**src/rtl/fetch_unit.sv**
```systemverilog
// fetch_unit: RV32I instruction-fetch stage.
// Owns the PC, fetches one instruction at a time over a req/ack handshake
// and holds Instr/PC stable until execute retires the instruction.
// Optional feature macro: FETCH_MISALIGN_TRAP_EN (halt on a target with bit[1] set).
//
// state | meaning
// IDLE  | reset state, leaves on the first clock after reset release
// FETCH | request outstanding, imem_addr = PC held stable
// HOLD  | instruction presented to decode, waits for instr_ready
// HALT  | misaligned target seen (trap build only), exits only via reset

module fetch_unit #(
    parameter logic [31:0] RESET_PC = 32'h0000_0000
) (
    input  logic        clk,
    input  logic        reset,
    output logic        imem_req,
    output logic [31:0] imem_addr,
    input  logic        imem_ack,
    input  logic [31:0] imem_rdata,
    output logic [31:0] Instr,
    output logic [31:0] PC,
    output logic [31:0] PCPlus4,
    output logic        instr_valid,
    input  logic        instr_ready,
    input  logic        Branch,
    input  logic        Jump,
    input  logic        jalr,
    input  logic [31:0] ImmExt,
    input  logic [31:0] ALUResult,
    output logic        misaligned
);

    localparam logic [31:0] NOP = 32'h0000_0013;

`ifdef FETCH_MISALIGN_TRAP_EN
    typedef enum logic [1:0] {S_IDLE, S_FETCH, S_HOLD, S_HALT} state_t;
`else
    typedef enum logic [1:0] {S_IDLE, S_FETCH, S_HOLD} state_t;
`endif

    state_t      state_q;
    logic [31:0] pc_q;
    logic [31:0] instr_q;
    logic        req_q;
    logic        valid_q;
    logic [31:0] target_raw;
    logic [31:0] next_pc_d;
    logic        retire;

    assign retire = (state_q == S_HOLD) && instr_ready;

    // Next-PC selection; only meaningful on the retire cycle, so X on the
    // control inputs at other times never reaches the registers.
    always_comb begin
        target_raw = pc_q + 32'd4;
        if (jalr)
            target_raw = {ALUResult[31:1], 1'b0};
        else if (Jump || Branch)
            target_raw = pc_q + ImmExt;
    end

`ifdef FETCH_MISALIGN_TRAP_EN
    logic misaligned_q;
    logic target_bad;

    assign next_pc_d  = target_raw;
    assign target_bad = target_raw[1];
    assign misaligned = misaligned_q;

    // Fetch FSM with registered outputs, including the misalign trap.
    always_ff @(posedge clk or posedge reset) begin
        if (reset) begin
            state_q      <= S_IDLE;
            pc_q         <= RESET_PC;
            instr_q      <= NOP;
            req_q        <= 1'b0;
            valid_q      <= 1'b0;
            misaligned_q <= 1'b0;
        end else begin
            case (state_q)
                S_IDLE: begin
                    state_q <= S_FETCH;
                    req_q   <= 1'b1;
                end
                S_FETCH: begin
                    if (imem_ack) begin
                        instr_q <= imem_rdata;
                        state_q <= S_HOLD;
                        req_q   <= 1'b0;
                        valid_q <= 1'b1;
                    end
                end
                S_HOLD: begin
                    if (retire) begin
                        pc_q    <= next_pc_d;
                        valid_q <= 1'b0;
                        if (target_bad) begin
                            state_q      <= S_HALT;
                            misaligned_q <= 1'b1;
                        end else begin
                            state_q <= S_FETCH;
                            req_q   <= 1'b1;
                        end
                    end
                end
                S_HALT: begin
                    state_q <= S_HALT;
                end
                default: begin
                    state_q <= S_IDLE;
                    req_q   <= 1'b0;
                    valid_q <= 1'b0;
                end
            endcase
        end
    end
`else
    // Without the trap, low target bits are simply dropped.
    assign next_pc_d  = target_raw & 32'hFFFF_FFFC;
    assign misaligned = 1'b0;

    // Fetch FSM with registered outputs.
    always_ff @(posedge clk or posedge reset) begin
        if (reset) begin
            state_q <= S_IDLE;
            pc_q    <= RESET_PC;
            instr_q <= NOP;
            req_q   <= 1'b0;
            valid_q <= 1'b0;
        end else begin
            case (state_q)
                S_IDLE: begin
                    state_q <= S_FETCH;
                    req_q   <= 1'b1;
                end
                S_FETCH: begin
                    if (imem_ack) begin
                        instr_q <= imem_rdata;
                        state_q <= S_HOLD;
                        req_q   <= 1'b0;
                        valid_q <= 1'b1;
                    end
                end
                S_HOLD: begin
                    if (retire) begin
                        pc_q    <= next_pc_d;
                        valid_q <= 1'b0;
                        state_q <= S_FETCH;
                        req_q   <= 1'b1;
                    end
                end
                default: begin
                    state_q <= S_IDLE;
                    req_q   <= 1'b0;
                    valid_q <= 1'b0;
                end
            endcase
        end
    end
`endif

    assign imem_req    = req_q;
    assign imem_addr   = pc_q;
    assign Instr       = instr_q;
    assign PC          = pc_q;
    assign PCPlus4     = pc_q + 32'd4;
    assign instr_valid = valid_q;

endmodule

```
**config.mk**
```make
export PLATFORM = sky130hd
export DESIGN_NAME = fetch_unit
export DESIGN_NICKNAME = d
export VERILOG_FILES = /design/src/rtl/fetch_unit.sv
export SDC_FILE = /design/constraint.sdc
export NUM_CORES = 1
export LEC_CHECK = 0
export CAP_MARGIN = 10
export CORE_UTILIZATION = 47
export CTS_CLUSTER_SIZE = 24
export DETAILED_ROUTE_END_ITERATION = 10
export PLACE_DENSITY = 0.88
export SYNTH_ARGS = -nofsm -noshare
export SYNTH_HDL_FRONTEND = slang
export SYNTH_SLANG_ARGS = --single-unit
```
**constraint.sdc**
```tcl
create_clock -name clk -period 4.2 [get_ports clk]
set_input_delay 0.84 -clock clk [delete_from_list [all_inputs] [get_ports clk]]
set_output_delay 0.84 -clock clk [all_outputs]
set_load 0.005 [all_outputs]
```
==> flow_metrics.env, run 1 <==
export IMPL_htree_num_levels=3
export IMPL_rsz0062_at_grt="no"
export IMPL_ir_drop_mv=0.431
export IMPL_netlist_area_sq_um=5460
export IMPL_cpPeakStageDelay_ns=0.54
export IMPL_final_util_pct=71.2
export IMPL_die_y_microns=110
export IMPL_track_usage_pct=31.4
export IMPL_ys_warn_count=0
export IMPL_vias=5740
export IMPL_hold_worst_slack_ns=0.504
export IMPL_dp_hpwl_microns=14200
export IMPL_postRouteAntennaNets=0
export IMPL_place_gp_congestion=0.999
export IMPL_post_route_drc_count=0
export IMPL_post_cts_buffers=0
export IMPL_max_cap_viol_count=0
export IMPL_synth_edf_count=0
export IMPL_clock_power_share_pct=14.1
export IMPL_wl_per_cell_microns=19.3
export IMPL_antenna_found_initial=0
export IMPL_port_buffers=222
export IMPL_dieArea_sq_um=12000
export IMPL_post_cts_resize_count=0
export IMPL_internal_power_uw=3340
export IMPL_worstPathArrival_ns=3.05
export IMPL_finalSetupViolCount=0
export IMPL_overflow=0
export IMPL_avgSynthCellArea_sq_um=8.46
export IMPL_fmax_ghz=0.257
export IMPL_critPathRequiredTime_ns=3.36
export IMPL_setup_tns_final_ns=0
export IMPL_critPathSlowestCell="clkdlybuf4s50_1"
export IMPL_clk_pin_slew_worst_paths_ns=0.07
export IMPL_drive_gt1_share_pct=10.6
export IMPL_yosysUniqueCellTypes=60
export IMPL_clkLatencyLatePin_ns=0.34
export IMPL_hold_path_class="reg -> reg"
export IMPL_crit_path_start_kind="register"
export IMPL_r2r_setup_slack_ns=1.18
export IMPL_max_slew_margin_pct=33.7
export IMPL_fillers=866
export IMPL_layout_commonest_cell="clkdlybuf4s50_1"
export IMPL_place_inst=958
export IMPL_row_count=38
export IMPL_synth_seq_cells=65
export IMPL_wl_microns=18800
export IMPL_core_area_sq_um=11100
export IMPL_syn_inst=645
export IMPL_fin_crit_ns=3.89
export IMPL_setup_ws_ns=0.315
export IMPL_async_reset_ff_share_pct=100
export IMPL_first_pass_iters=5
export IMPL_numCtsBuffers=9
export IMPL_root_buffer="clkbuf_16"
export IMPL_routed_via_density=5.89
export IMPL_clockBufferDepth=2
export IMPL_worst_path_max_fanout=9
export IMPL_p_switching_uw=2220
export IMPL_area_growth_pct=44.5
export IMPL_die_x_microns=110
export IMPL_power_density_nw_per_um2=704
export IMPL_grt_pass1_wl_microns=28400
export IMPL_critPathKind="reg -> out"
export IMPL_worstSetupEndpointType="primary output"
export IMPL_layout_common_cells="clkdlybuf4s50_1, dfrtp_1, nand2_1"
export IMPL_path_cells="nand3_2 -> nor4_4 -> buf_4 -> and3_1 -> and4_4 -> and3_4 -> xor2_1 -> clkdlybuf4s50_1"
export IMPL_post_place_ws_ns=0.442
export IMPL_hold_violations=0
export IMPL_leakagePower_uw=0.00329
export IMPL_p_comb_share_pct=61.5
export IMPL_skew_ns=0.0148
export IMPL_cts_tree="yes"
export IMPL_synth_seq_area_share_pct=29.9
export IMPL_hold_buffers=0
export IMPL_numClockSinks=65
export IMPL_start_util_pct=49.3
export IMPL_first_global_vias=5533
export IMPL_drt_iter0_drc=270
export IMPL_drv_slew=0
export IMPL_status="completed"
export IMPL_nets=963
export IMPL_layout_cells_non_filler=975
export IMPL_synth_main_ff_cell="dfrtp_1"
export IMPL_sw_frac_of_total_pct=39.9
export IMPL_worst_pin_slew_ns=0.992
export IMPL_grt_max_degree=45
export IMPL_pwr_share_seq_pct=24.4
export IMPL_io_pins=234
export IMPL_period_share_pct=92.5
==> synthesized netlist by cell type (5+ instances only) <==
cell type,instances,area [sq um]
a211oi_1,9,67.6
a21o_1,15,113
a21oi_1,43,215
a221oi_1,6,52.6
a31oi_1,7,43.8
and2_1,6,37.5
and3_1,18,113
buf_4,37,278
clkbuf_1,30,113
dfrtp_1,62,1550
ha_1,30,375
inv_1,6,22.5
mux2_2,33,372
nand2_1,60,225
nand3_1,27,135
nand4_1,7,43.8
nor2_1,48,180
nor3_1,18,90.1
o211ai_1,8,60.1
o21ai_0,46,230
o221ai_1,5,43.8
o22ai_1,5,31.3
or3_1,6,37.5
xnor2_1,25,219
xor2_1,21,184
==> per-layer routing <==
| layer | vias up | wire length [microns] | global-route usage (%) |
|---|---|---|---|
| met5 | - | 0 | 0 |
| met4 | 0 | 686 | 15.9 |
| met3 | 48 | 1630 | 5.28 |
| met2 | 300 | 8960 | 53.3 |
| met1 | 2718 | 7510 | 38.3 |
| li1 | 2674 | - | - |
==> sequential cells by signal, indices dropped and copies added (netlist names) <==
signal	flops
PC	30
imem_req	1
Instr	32
instr_valid	1
state_q	1
==> per-stage QoR <==
| step | total power [uW] | cell area, sq um |
|---|---|---|
| finish | 5550 | 7890 |
| global route | 5940 | 7880 |
| CTS | 5540 | 7880 |
| detailed placement | 4740 | 7580 |
| global placement | 4650 | 7580 |
| floorplan | 3170 | 5480 |
==> critical path, delay by kind of cell (launching register included) <==
kind / cells / cell delay [ns]
AND/OR/NAND/NOR: 5 / 1.27
XOR/XNOR: 1 / 0.18
buffers and inverters: 2 / 0.72
flip-flops: 1 / 0.53
==> final timing paths <==
kind,start,endpoint,cells after the start
max,PC[8],PCPlus4[31],8
min reg2reg,Instr[21],Instr[21],1
min in group asynchronous,reset,PC[2],2
max in group asynchronous,reset,Instr[4],3
max reg2reg,PC[6],PC[31],9
min,Instr[21],Instr[21],1
==> layout make-up <==
class | instances | area, sq um | share of cell area [%]
multi-input combinational | 511 | 3420 | 43.4
antenna | 1 | 2.50 | 0.0317
clock inverter | 6 | 66.3 | 0.841
timing repair buffer | 236 | 2330 | 29.5
clock buffer | 10 | 239 | 3.03
inverter | 6 | 22.5 | 0.286
sequential | 65 | 1630 | 20.7
tap | 140 | 175 | 2.22
==> power by group through the flow <==
stage | registers [uW] | logic [uW] | clock network, uW
2_1_floorplan | 1290 | 1880 | 0
3_3_place_gp | 1330 | 3320 | 0
3_5_place_dp | 1360 | 3380 | 0
4_1_cts | 1350 | 3410 | 783
5_1_grt | 1410 | 3720 | 808
6_report | 1360 | 3420 | 781
==> cells by family (layout without fill, tap and decap cells) <==
kind of cell,Yosys count,in the layout,synth area share [%]
flops,65,65,29.9
simple gates,220,220,20.4
xor+xnor,46,46,7.38
fa+ha+maj,31,31,7.25
buf+inv,75,258,7.87
other cells,1,8,0.0687
compound gates,170,170,19.6
mux,37,37,7.54
(Power assumes the default switching activity.)
==> run 2, diff against run 1 <==
==> constraint.sdc (replaced) <==
create_clock -name clk -period 4.2 [get_ports clk]
set_input_delay 0.63 -clock clk [delete_from_list [all_inputs] [get_ports clk]]
set_output_delay 0.63 -clock clk [all_outputs]
set_load 0.005 [all_outputs]
==> run 2 against run 1 <==
  * Via count hardly changed
  * Hold slack better by 0.0040 ns
  * Sequential cell count stayed put
  * Sequential share of layout area is 0.086 points higher
  * Combinational power hardly changed
  * Clock skew is 0.0021 ns lower
  * Worst setup slack worse by 0.025 ns
  * Clock power is 0.5% lower
  * Die area stayed put
==> flow_metrics.env, run 2 (synthesis gave the netlist of run 1 again) <==
export IMPL_worstHoldStart="Instr[29]"
export IMPL_crit_path_start_kind="register"
export IMPL_antenna_found_initial=0
export IMPL_core_area_sq_um=11100
export IMPL_clkLatencyLatePin_ns=0.33
export IMPL_drv_slew=0
export IMPL_die_x_microns=110
export IMPL_post_route_drc_count=0
export IMPL_numCtsBuffers=9
export IMPL_holdPathStages=1
export IMPL_critPathKind="reg -> out"
export IMPL_fillers=850
export IMPL_period_share_pct=93.1
export IMPL_finalSetupViolCount=0
export IMPL_leakagePower_uw=0.00327
export IMPL_wl_microns=18800
export IMPL_place_inst=954
export IMPL_root_buffer="clkbuf_16"
export IMPL_clk_pin_slew_worst_paths_ns=0.06
export IMPL_dieArea_sq_um=12000
export IMPL_hold_path_class="reg -> reg"
export IMPL_antenna_cells=0
export IMPL_skew_ns=0.0127
export IMPL_grt_max_degree=38
export IMPL_clockBufferDepth=2
export IMPL_hold_buffers=0
export IMPL_drt_iter0_drc=536
export IMPL_first_pass_iters=5
export IMPL_worstPathArrival_ns=3.28
export IMPL_layout_common_cells="clkdlybuf4s50_1, dfrtp_1, nand2_1"
export IMPL_htree_num_levels=3
export IMPL_ir_drop_mv=0.358
export IMPL_overflow=0
export IMPL_setup_tns_final_ns=0
export IMPL_area_growth_pct=43.9
export IMPL_largest_register_ff_count=32
export IMPL_r2r_cells=9
export IMPL_worst_pin_slew_ns=0.814
export IMPL_critPathRequiredTime_ns=3.57
export IMPL_die_y_microns=110
export IMPL_wl_per_cell_microns=19.3
export IMPL_worst_path_max_fanout=7
export IMPL_min_to="Instr[29]"
export IMPL_place_gp_congestion=1.02
export IMPL_power_density_nw_per_um2=706
export IMPL_post_cts_buffers=0
export IMPL_fmax_ghz=0.256
export IMPL_layout_cells_non_filler=970
export IMPL_routed_via_density=5.92
export IMPL_numClockSinks=65
export IMPL_post_cts_resize_count=0
export IMPL_max_slew_margin_pct=45.5
export IMPL_vias=5738
export IMPL_status="completed"
export IMPL_max_cap_viol_count=0
export IMPL_fin_crit_ns=3.91
export IMPL_worstSetupEndpointType="primary output"
export IMPL_layout_commonest_cell="clkdlybuf4s50_1"
export IMPL_io_pins=234
export IMPL_dp_hpwl_microns=14200
export IMPL_rsz0062_at_grt="no"
export IMPL_r2r_start="PC[6]"
export IMPL_nets=959
export IMPL_track_usage_pct=31.7
export IMPL_cts_tree="yes"
export IMPL_r2r_end="PC[31]"
export IMPL_hold_violations=0
export IMPL_final_util_pct=70.9
export IMPL_first_global_vias=5572
export IMPL_postRouteAntennaNets=0
export IMPL_drive_gt1_share_pct=10.1
export IMPL_start_util_pct=49.3
export IMPL_port_buffers=222
export IMPL_row_count=38
export IMPL_r2r_setup_slack_ns=1.09
export IMPL_grt_pass1_wl_microns=29200
-- run 2: worst max-delay path by stage --
| stage | depth (start not counted) | to | start |
|---|---|---|---|
| 2_1_floorplan | 10 | PC[31] | ImmExt[6] |
| 3_3_place_gp | 10 | PC[31] | ImmExt[3] |
| 3_5_place_dp | 10 | PC[31] | ImmExt[3] |
| 4_1_cts | 7 | PCPlus4[31] | PC[6] |
| 5_1_grt | 7 | PCPlus4[31] | PC[6] |
| 6_report | 7 | PCPlus4[31] | PC[6] |
-- run 2: critical path: stages (launching register included) --
cell	delay [ns]
dfrtp_1	0.51
and4_1	0.25
nor2b_1	0.45
and3_1	0.48
and4_4	0.32
and3_4	0.21
xor2_1	0.20
clkdlybuf4s50_1	0.53
-- run 2: cell type report --
| cell class | instances | area [sq um] | area share, % |
|---|---|---|---|
| Inverter | 6 | 22.5 | 0.287 |
| Tap cell | 140 | 175 | 2.23 |
| Sequential cell | 65 | 1630 | 20.8 |
| Clock inverter | 6 | 66.3 | 0.844 |
| Multi-Input combinational cell | 511 | 3420 | 43.6 |
| Clock buffer | 10 | 239 | 3.04 |
| Timing Repair Buffer | 232 | 2300 | 29.3 |
-- run 2: report_power, final --
group | switching, uW | internal [uW]
clock network | 300 | 477
logic | 1490 | 1910
registers | 414 | 943
-- run 2: metrics by stage --
step	cell area [sq um]	setup WS, ns	power (uW)	hold slack, ns
finish	7850	0.290	5540	0.508
global route	7850	0.217	5950	0.514
detailed placement	7550	0.588	4740	0.496
global placement	7550	0.655	4650	0.485
CTS	7850	0.343	5540	0.509
floorplan	5480	1.41	3170	0.488
-- run 2: metal layers --
layer | wire, microns | global-route usage [%] | up-vias
met5 | 0 | 0 | -
met4 | 484 | 11.7 | 0
li1 | - | - | 2665
met2 | 9110 | 55.7 | 310
met1 | 7640 | 39.1 | 2722
met3 | 1530 | 4.68 | 41
